$ cat src/rtl/alu_sequencer.sv
// Operand/select sequencer in front of a 4-bit ALU. It captures operands on a button
// press and registers result and flags. It runs one operation, or sweeps all four selects.
module alu_sequencer #(
  parameter int TICK_DIV    = 50_000_000,
  parameter int SYNC_STAGES = 2
) (
  input  logic       clk,
  input  logic       rst_n,
  input  logic       start_n,
  input  logic [3:0] a_in,
  input  logic [1:0] b_in,
  input  logic [1:0] sel_in,
  input  logic       mode,
  input  logic [3:0] y_in,
  input  logic [3:0] flags_in,
  output logic [3:0] alu_a,
  output logic [1:0] alu_b,
  output logic [1:0] alu_sel,
  output logic [3:0] y_out,
  output logic [3:0] flags_out,
  output logic [3:0] sticky_flags,
  output logic       busy,
  output logic       done
);

  localparam int CW = (TICK_DIV > 1) ? $clog2(TICK_DIV) : 1;
  localparam logic [CW-1:0] CNT_LAST = CW'(TICK_DIV - 1);

  typedef enum logic [1:0] {IDLE, EXEC, HOLD, DONE} state_t;

  state_t                 state, state_nxt;
  logic [SYNC_STAGES-1:0] sync_q;
  logic                   prev_q;
  logic                   press;
  logic [CW-1:0]          cnt;
  logic                   run_auto;
  logic                   hold_end;
  logic                   step_more;

  // Synchronizer idles high (button released), so reset cannot fake a press.
  always_ff @(posedge clk or negedge rst_n) begin
    if (!rst_n) begin
      sync_q <= '1;
      prev_q <= 1'b1;
    end else begin
      sync_q <= {sync_q[SYNC_STAGES-2:0], start_n};
      prev_q <= sync_q[SYNC_STAGES-1];
    end
  end

  assign press     = prev_q & ~sync_q[SYNC_STAGES-1];
  assign hold_end  = (cnt == CNT_LAST);
  assign step_more = run_auto && (alu_sel != 2'd3);

  always_ff @(posedge clk or negedge rst_n) begin
    if (!rst_n) state <= IDLE;
    else        state <= state_nxt;
  end

  always_comb begin
    state_nxt = state;
    case (state)
      IDLE:    if (press) state_nxt = EXEC;
      EXEC:    state_nxt = HOLD;
      HOLD:    if (hold_end) state_nxt = step_more ? EXEC : DONE;
      DONE:    state_nxt = IDLE;
      default: state_nxt = IDLE;
    endcase
  end

  always_ff @(posedge clk or negedge rst_n) begin
    if (!rst_n) begin
      alu_a        <= '0;
      alu_b        <= '0;
      alu_sel      <= '0;
      y_out        <= '0;
      flags_out    <= '0;
      sticky_flags <= '0;
      run_auto     <= 1'b0;
      cnt          <= '0;
    end else begin
      case (state)
        IDLE: if (press) begin
          alu_a        <= a_in;
          alu_b        <= b_in;
          alu_sel      <= mode ? 2'd0 : sel_in;
          run_auto     <= mode;
          sticky_flags <= '0;
        end
        EXEC: begin
          y_out        <= y_in;
          flags_out    <= flags_in;
          sticky_flags <= sticky_flags | flags_in;
          cnt          <= '0;
        end
        HOLD: begin
          if (hold_end) begin
            if (step_more) alu_sel <= alu_sel + 2'd1;
          end else begin
            cnt <= cnt + 1'b1;
          end
        end
        default: ;
      endcase
    end
  end

  assign busy = (state == EXEC) || (state == HOLD);
  assign done = (state == DONE);

endmodule

$ cat config.mk
export PLATFORM = sky130hd
export DESIGN_NAME = alu_sequencer
export DESIGN_NICKNAME = d
export VERILOG_FILES = /design/src/rtl/alu_sequencer.sv
export SDC_FILE = /design/constraint.sdc
export NUM_CORES = 1
export LEC_CHECK = 0
export BUFFER_PORTS_ARGS = -buffer_cell sky130_fd_sc_hd__buf_2
export CORE_MARGIN = 8
export CORE_UTILIZATION = 61
export CTS_CLUSTER_DIAMETER = 150
export DETAILED_ROUTE_END_ITERATION = 6
export MAX_ROUTING_LAYER = met4
export PLACE_DENSITY = 0.94
export SLEW_MARGIN = 20
export SYNTH_ARGS = -nofsm -noshare
export SYNTH_HDL_FRONTEND = slang
export SYNTH_SLANG_ARGS = --single-unit
$ cat constraint.sdc
create_clock -name clk -period 4.78 [get_ports clk]
set_clock_uncertainty 0.1 [all_clocks]
set_input_delay 0.956 -clock clk [delete_from_list [all_inputs] [get_ports clk]]
set_output_delay 0.956 -clock clk [all_outputs]
set_load 0.01 [all_outputs]
==> results of run 1 <==
## final timing paths
kind	slack, ns	endpoint	cells past startpoint	startpoint
worst max-delay path	2.03	cnt[7]	5	state[0]
worst min register to register	0.27	sync_q[1]	0	sync_q[0]
min in group asynchronous	0.56	cnt[16]	1	rst_n
worst min-delay path	0.27	sync_q[1]	0	sync_q[0]
max in group asynchronous	3.60	cnt[20]	1	rst_n
worst max register to register	2.03	cnt[7]	5	state[0]
## power breakdown
group | internal [W] | switching [W]
combinational | 0.000226 | 0.000334
clock | 0.000158 | 0.000147
sequential | 0.000546 | 0.0000705
total | 0.000930 | 0.000552
## cell families (layout without fill, tap and decap cells)
family	count (synthesis)	after routing	share of synthesized area [%]
compound gates	51	51	11.1
xor+xnor	16	16	5.15
fa+ha+maj	7	7	3.22
buf+inv	17	55	2.35
flops	52	52	48.0
mux	15	15	6.17
simple gates	118	118	24.0
## cell usage after synthesis, types with 3 or more instances
cell,instances,area (sq um)
a21oi_1,14,70.1
xnor2_1,4,35.0
mux2_2,14,158
dfstp_2,3,78.8
o21ai_1,13,65.1
nand2_1,38,143
nand4_1,9,56.3
and3_1,7,43.8
nor2b_1,3,18.8
nand3_1,21,105
o21ai_0,8,40.0
and2_1,4,25.0
xor2_1,12,105
clkbuf_1,12,45.0
dfrtp_1,49,1230
inv_1,5,18.8
o311ai_1,4,35.0
o211ai_1,4,30.0
ha_1,7,87.6
nor2_1,12,45.0
## layout make-up
type                    instances  area share [%]
flip-flops and latches         52            42.6
multi-input cells             207            44.0
inverters                       5           0.612
clock buffers                   6            2.37
clock inverters                 2            1.27
well taps                      52            2.12
repair buffers                 42            7.02
## worst max-delay path, cell delays in order (launching register included)
cell and delay [ns]:
dfrtp_1 0.43, inv_1 0.15, ha_1 0.70, inv_1 0.56, or4b_1 0.63, o211ai_1 0.10
## sequential cells by signal, indices dropped and copies added (netlist names), 2 cells and up
register,count
cnt,26
alu_sel,2
flags_out,4
alu_b,2
state,2
y_out,4
sticky_flags,4
alu_a,4
sync_q,2
## routing by layer
metal	track usage [%]	part of all wire, %
met4	6.90	1.8
met2	33.6	51
met1	24.5	43
met3	4.44	4.2
met5	-	0
## per-stage QoR
stage          hold WS [ns]  setup slack, ns  std cells
6_report              0.271             2.03        366
3_5_place_dp          0.255             2.08        358
3_3_place_gp          0.246             2.21        358
4_1_cts               0.269             2.06        366
2_1_floorplan         0.245             2.60        276
5_1_grt               0.281             1.85        366
==> run metrics, run 1 <==
Critical Path Source Type flop; vias in the first global route roughly 2200; worst skew pair latency about 0.32 ns; CP Data Arrival Time 2.88 ns; RSZ-0062 raised after global routing false; Boundary Pins 42; Post-Syn Area approximately 2700 sq um; final setup violation count 0; Area growth syn-to-layout 12.7%; Final HPWL DP ~4300 um; Final Cycle Share 57.4%; Root Driver clkbuf_8; gpl congestion ~0.94; final design utilization between 70% and 80%; Max Clk Rate approximately 0.36 GHz; vias post-DR 2232; LEAKAGE 1.35 nW; share of cells above drive strength 1 22.9%; Fin. Hold Viols 0; Synth Register Bits 52; Total Power between 0.001 and 0.0015 W; # diodes 0; total track usage approximately 21%; Max-cap violations 0; post-DR vias/cell a little over 6; number of setup buffers added after CTS 0; CTS max path bufs 2; TNS Setup 0 ns; Seq/Total Area, Yosys a little under half; power per cell area 484 nW/um^2; Worst slew margin 47.3%; top_reg_cell synth dfrtp_1; commonest cells after routing, fill and taps aside 49 x dfrtp_1, 40 x buf_2, 38 x nand2_1; Fillers approximately 310; CP Max Fanout 25; die height 82.8 um; CTS Hold Bufs 0; Port Buf Inserts around 40; Post-Syn Instances 276; VDD IR max 345 uV; final design area excluding fillers 3070 sq um; CP Class flop to flop; crit path capture type flop; fin. max-slew vios 0; largest net degree at the start of global routing 53; Slew @ Worst Pin 0.791 ns; area of the die 6850 sq um; total CTS buffers 5; multi-input combinational cell area between 1000 and 1500 sq um; register area 1310 sq um; TritonRoute pass-1 iters 5; number of synthesized flops with an enable pin 0; Initial DRC Count 314; initial antenna violation count 0; DRC violations left 0; min Tclk post-route ~2.7 ns; first-pass GRT wire length 10500 um; num rows 24; Final Net Count 340; area post-placement 2950 sq um; Clock Pin Slew Worst Setup and Hold Paths 0.10 ns; Routed Antenna Nets 0; yosys warns 0; fraction of registers with async set/reset 100%; Overflow after GRT 0; CTS tree yes; H-tree level count 2; Syn Nets around 300; Unique masters post-synth 44; core area between 4000 and 5000 sq um; most common cell after layout, fill and taps aside dfrtp_1; clock sink count 52; initial core utilization 62.9%; drt wl/cell 16.5 um; status complete, no violations; post_cts resized 0; WP data required 4.92 ns; Mapped Avg Cell Area 9.85 sq um; min-delay worst type flop to flop; die width 82.8 um; routed wire length 6060 um
(Power assumes the default switching activity.)
==> run 2, diff against run 1 <==
- CORE_UTILIZATION: 61 -> 51
- PLACE_DENSITY: 0.94 -> 0.85
- clock period: 4.78 -> 2.35 ns (I/O delays scaled with it)
==> run 2 against run 1 <==
  * Cell area rose by 2.9%
  * Largest power group unchanged
  * Final cell count rose by 7.9%
  * Combinational power rose by 110%
  * Via count rose by 2.1%
  * Total power rose by 100%
  * First-iteration DRC count fell by 21%
==> run metrics, run 2 (same netlist as run 1, synthesis figures left out) <==
status complete, no violations; Root Driver clkbuf_8; Worst slew margin 55.4% (+8.1 points); Critical Path Source Type flop; Fin. Hold Viols 0 (unchanged); vias post-DR 2279 (+2.1%); DRC violations left 0 (unchanged); clock sink count 52 (unchanged); H-tree level count 2 (unchanged); Clock Pin Slew Worst Setup and Hold Paths 0.10 ns (about the same); Final Cycle Share 94.3% (+37 points); final design area excluding fillers 3150 sq um (+2.9%); crit path capture type flop; Port Buf Inserts 41 (unchanged); die width 89.0 um (+7.6%); worst skew pair latency 0.32 ns (about the same); Boundary Pins 42 (unchanged); Area growth syn-to-layout 16.0%; Max-cap violations 0 (unchanged); WP data required 2.45 ns (-2.47 ns); Final Non-Filler Cells 395 (+7.9%); Largest register FFs 26 (unchanged); # diodes 0 (unchanged); num rows 26 (+8.3%); CP Max Fanout 7 (-72%); CTS Hold Bufs 0 (unchanged); VDD IR max 705 uV (+100%); share of cells above drive strength 1 25.8% (+2.9 points); LEAKAGE 1.40 nW (+3.7%); drt wl/cell 16.0 um (-3.2%); CTS max path bufs 2 (unchanged); initial core utilization 52.9% (-10 points); routed wire length 6330 um (+4.5%); post-DR vias/cell 5.77 (-5.4%); area post-placement 3060 sq um (+3.6%); initial antenna violation count 0 (unchanged); Fillers 425 (+36%); Largest Register cnt; Max Clk Rate 0.451 GHz (+24%); placed cell count 387 (+8.1%); die height 89.0 um (+7.6%); vias in the first global route 2207 (+0.73%); power per cell area 947 nW/um^2 (+96%); Overflow after GRT 0 (unchanged); TritonRoute pass-1 iters 5 (unchanged); CTS tree yes; RSZ-0062 raised after global routing false; commonest cells after routing, fill and taps aside 49 x dfrtp_1, 41 x buf_2, 38 x nand2_1; core area 5140 sq um (+19%); Final HPWL DP 4500 um (+5.8%); post_cts resized 0 (unchanged); gpl congestion 0.885 (-6.0%); Routed Antenna Nets 0 (unchanged); CP Data Arrival Time 2.31 ns (-0.57 ns); Final Net Count 351 (+3.2%); multi-input combinational cell area 1350 sq um (unchanged); register area 1310 sq um (unchanged); largest net degree at the start of global routing 53 (unchanged); total track usage 17.8% (-2.8 points); fin. max-slew vios 0 (unchanged); most common cell after layout, fill and taps aside dfrtp_1; TNS Setup 0 ns (unchanged); CP Class flop to flop; first-pass GRT wire length 10600 um (+0.86%); Initial DRC Count 249 (-21%); Fin Hold WS 0.144 ns (-0.128 ns); Slew @ Worst Pin 0.664 ns (-0.126 ns); number of setup buffers added after CTS 0 (unchanged); area of the die 7920 sq um (+16%); total CTS buffers 5 (unchanged); min Tclk post-route 2.22 ns (-0.528 ns); min-delay worst type input port to flop; final setup violation count 0 (unchanged)
## run 2: worst paths after layout
path                       slack, ns    endpoint  depth (start not counted)      start
setup / recovery                0.13  alu_sel[1]                          5     cnt[8]
hold / removal                  0.14   sync_q[0]                          1    start_n
setup reg to reg                0.13  alu_sel[1]                          5     cnt[8]
hold reg to reg                 0.26   sync_q[1]                          0  sync_q[0]
max in group asynchronous       1.57      cnt[9]                          2      rst_n
min in group asynchronous       0.15    alu_a[1]                          2      rst_n
## run 2: layer usage
layer	global-route usage (%)	routed length [um]	vias up
met3	2.67	297	7
met5	-	0	-
li1	-	-	1084
met4	6.04	80	0
met1	22.1	2740	1116
met2	28.8	3210	72
## run 2: cell type report
| type | instances | share of cell area [%] |
|---|---|---|
| Clock buffer | 5 | 2.18 |
| Sequential cell | 52 | 41.4 |
| Tap cell | 70 | 2.78 |
| Timing Repair Buffer | 53 | 9.36 |
| Multi-Input combinational cell | 207 | 42.8 |
| Clock inverter | 3 | 0.912 |
| Inverter | 5 | 0.595 |
## run 2: where the power goes
part / switching [W] / total [W] / leakage (nW) / internal [W]
Clock: 0.000334 / 0.000559 / 0.0511 / 0.000225
Sequential: 0.000140 / 0.00125 / 0.668 / 0.00111
Combinational: 0.000690 / 0.00118 / 0.677 / 0.000487
Total: 0.00116 / 0.00299 / 1.40 / 0.00182
## run 2: through the flow
step / util [%] / power (W) / setup slack, ns
after floorplan: - / 0.00199 / 0.168
final: 61.4 / 0.00299 / 0.133
after global routing: 61.4 / 0.00317 / 0.0656
after global placement: 59.5 / 0.00240 / 0.190
after detailed placement: 59.5 / 0.00245 / 0.176
after CTS: 61.4 / 0.00301 / 0.130
## run 2: critical path: stages (launching register included)
cell     delay (ns)
dfrtp_1        0.45
or4_4          0.51
nor4_4         0.32
nand4_2        0.14
and3_1         0.20
or3_1          0.37
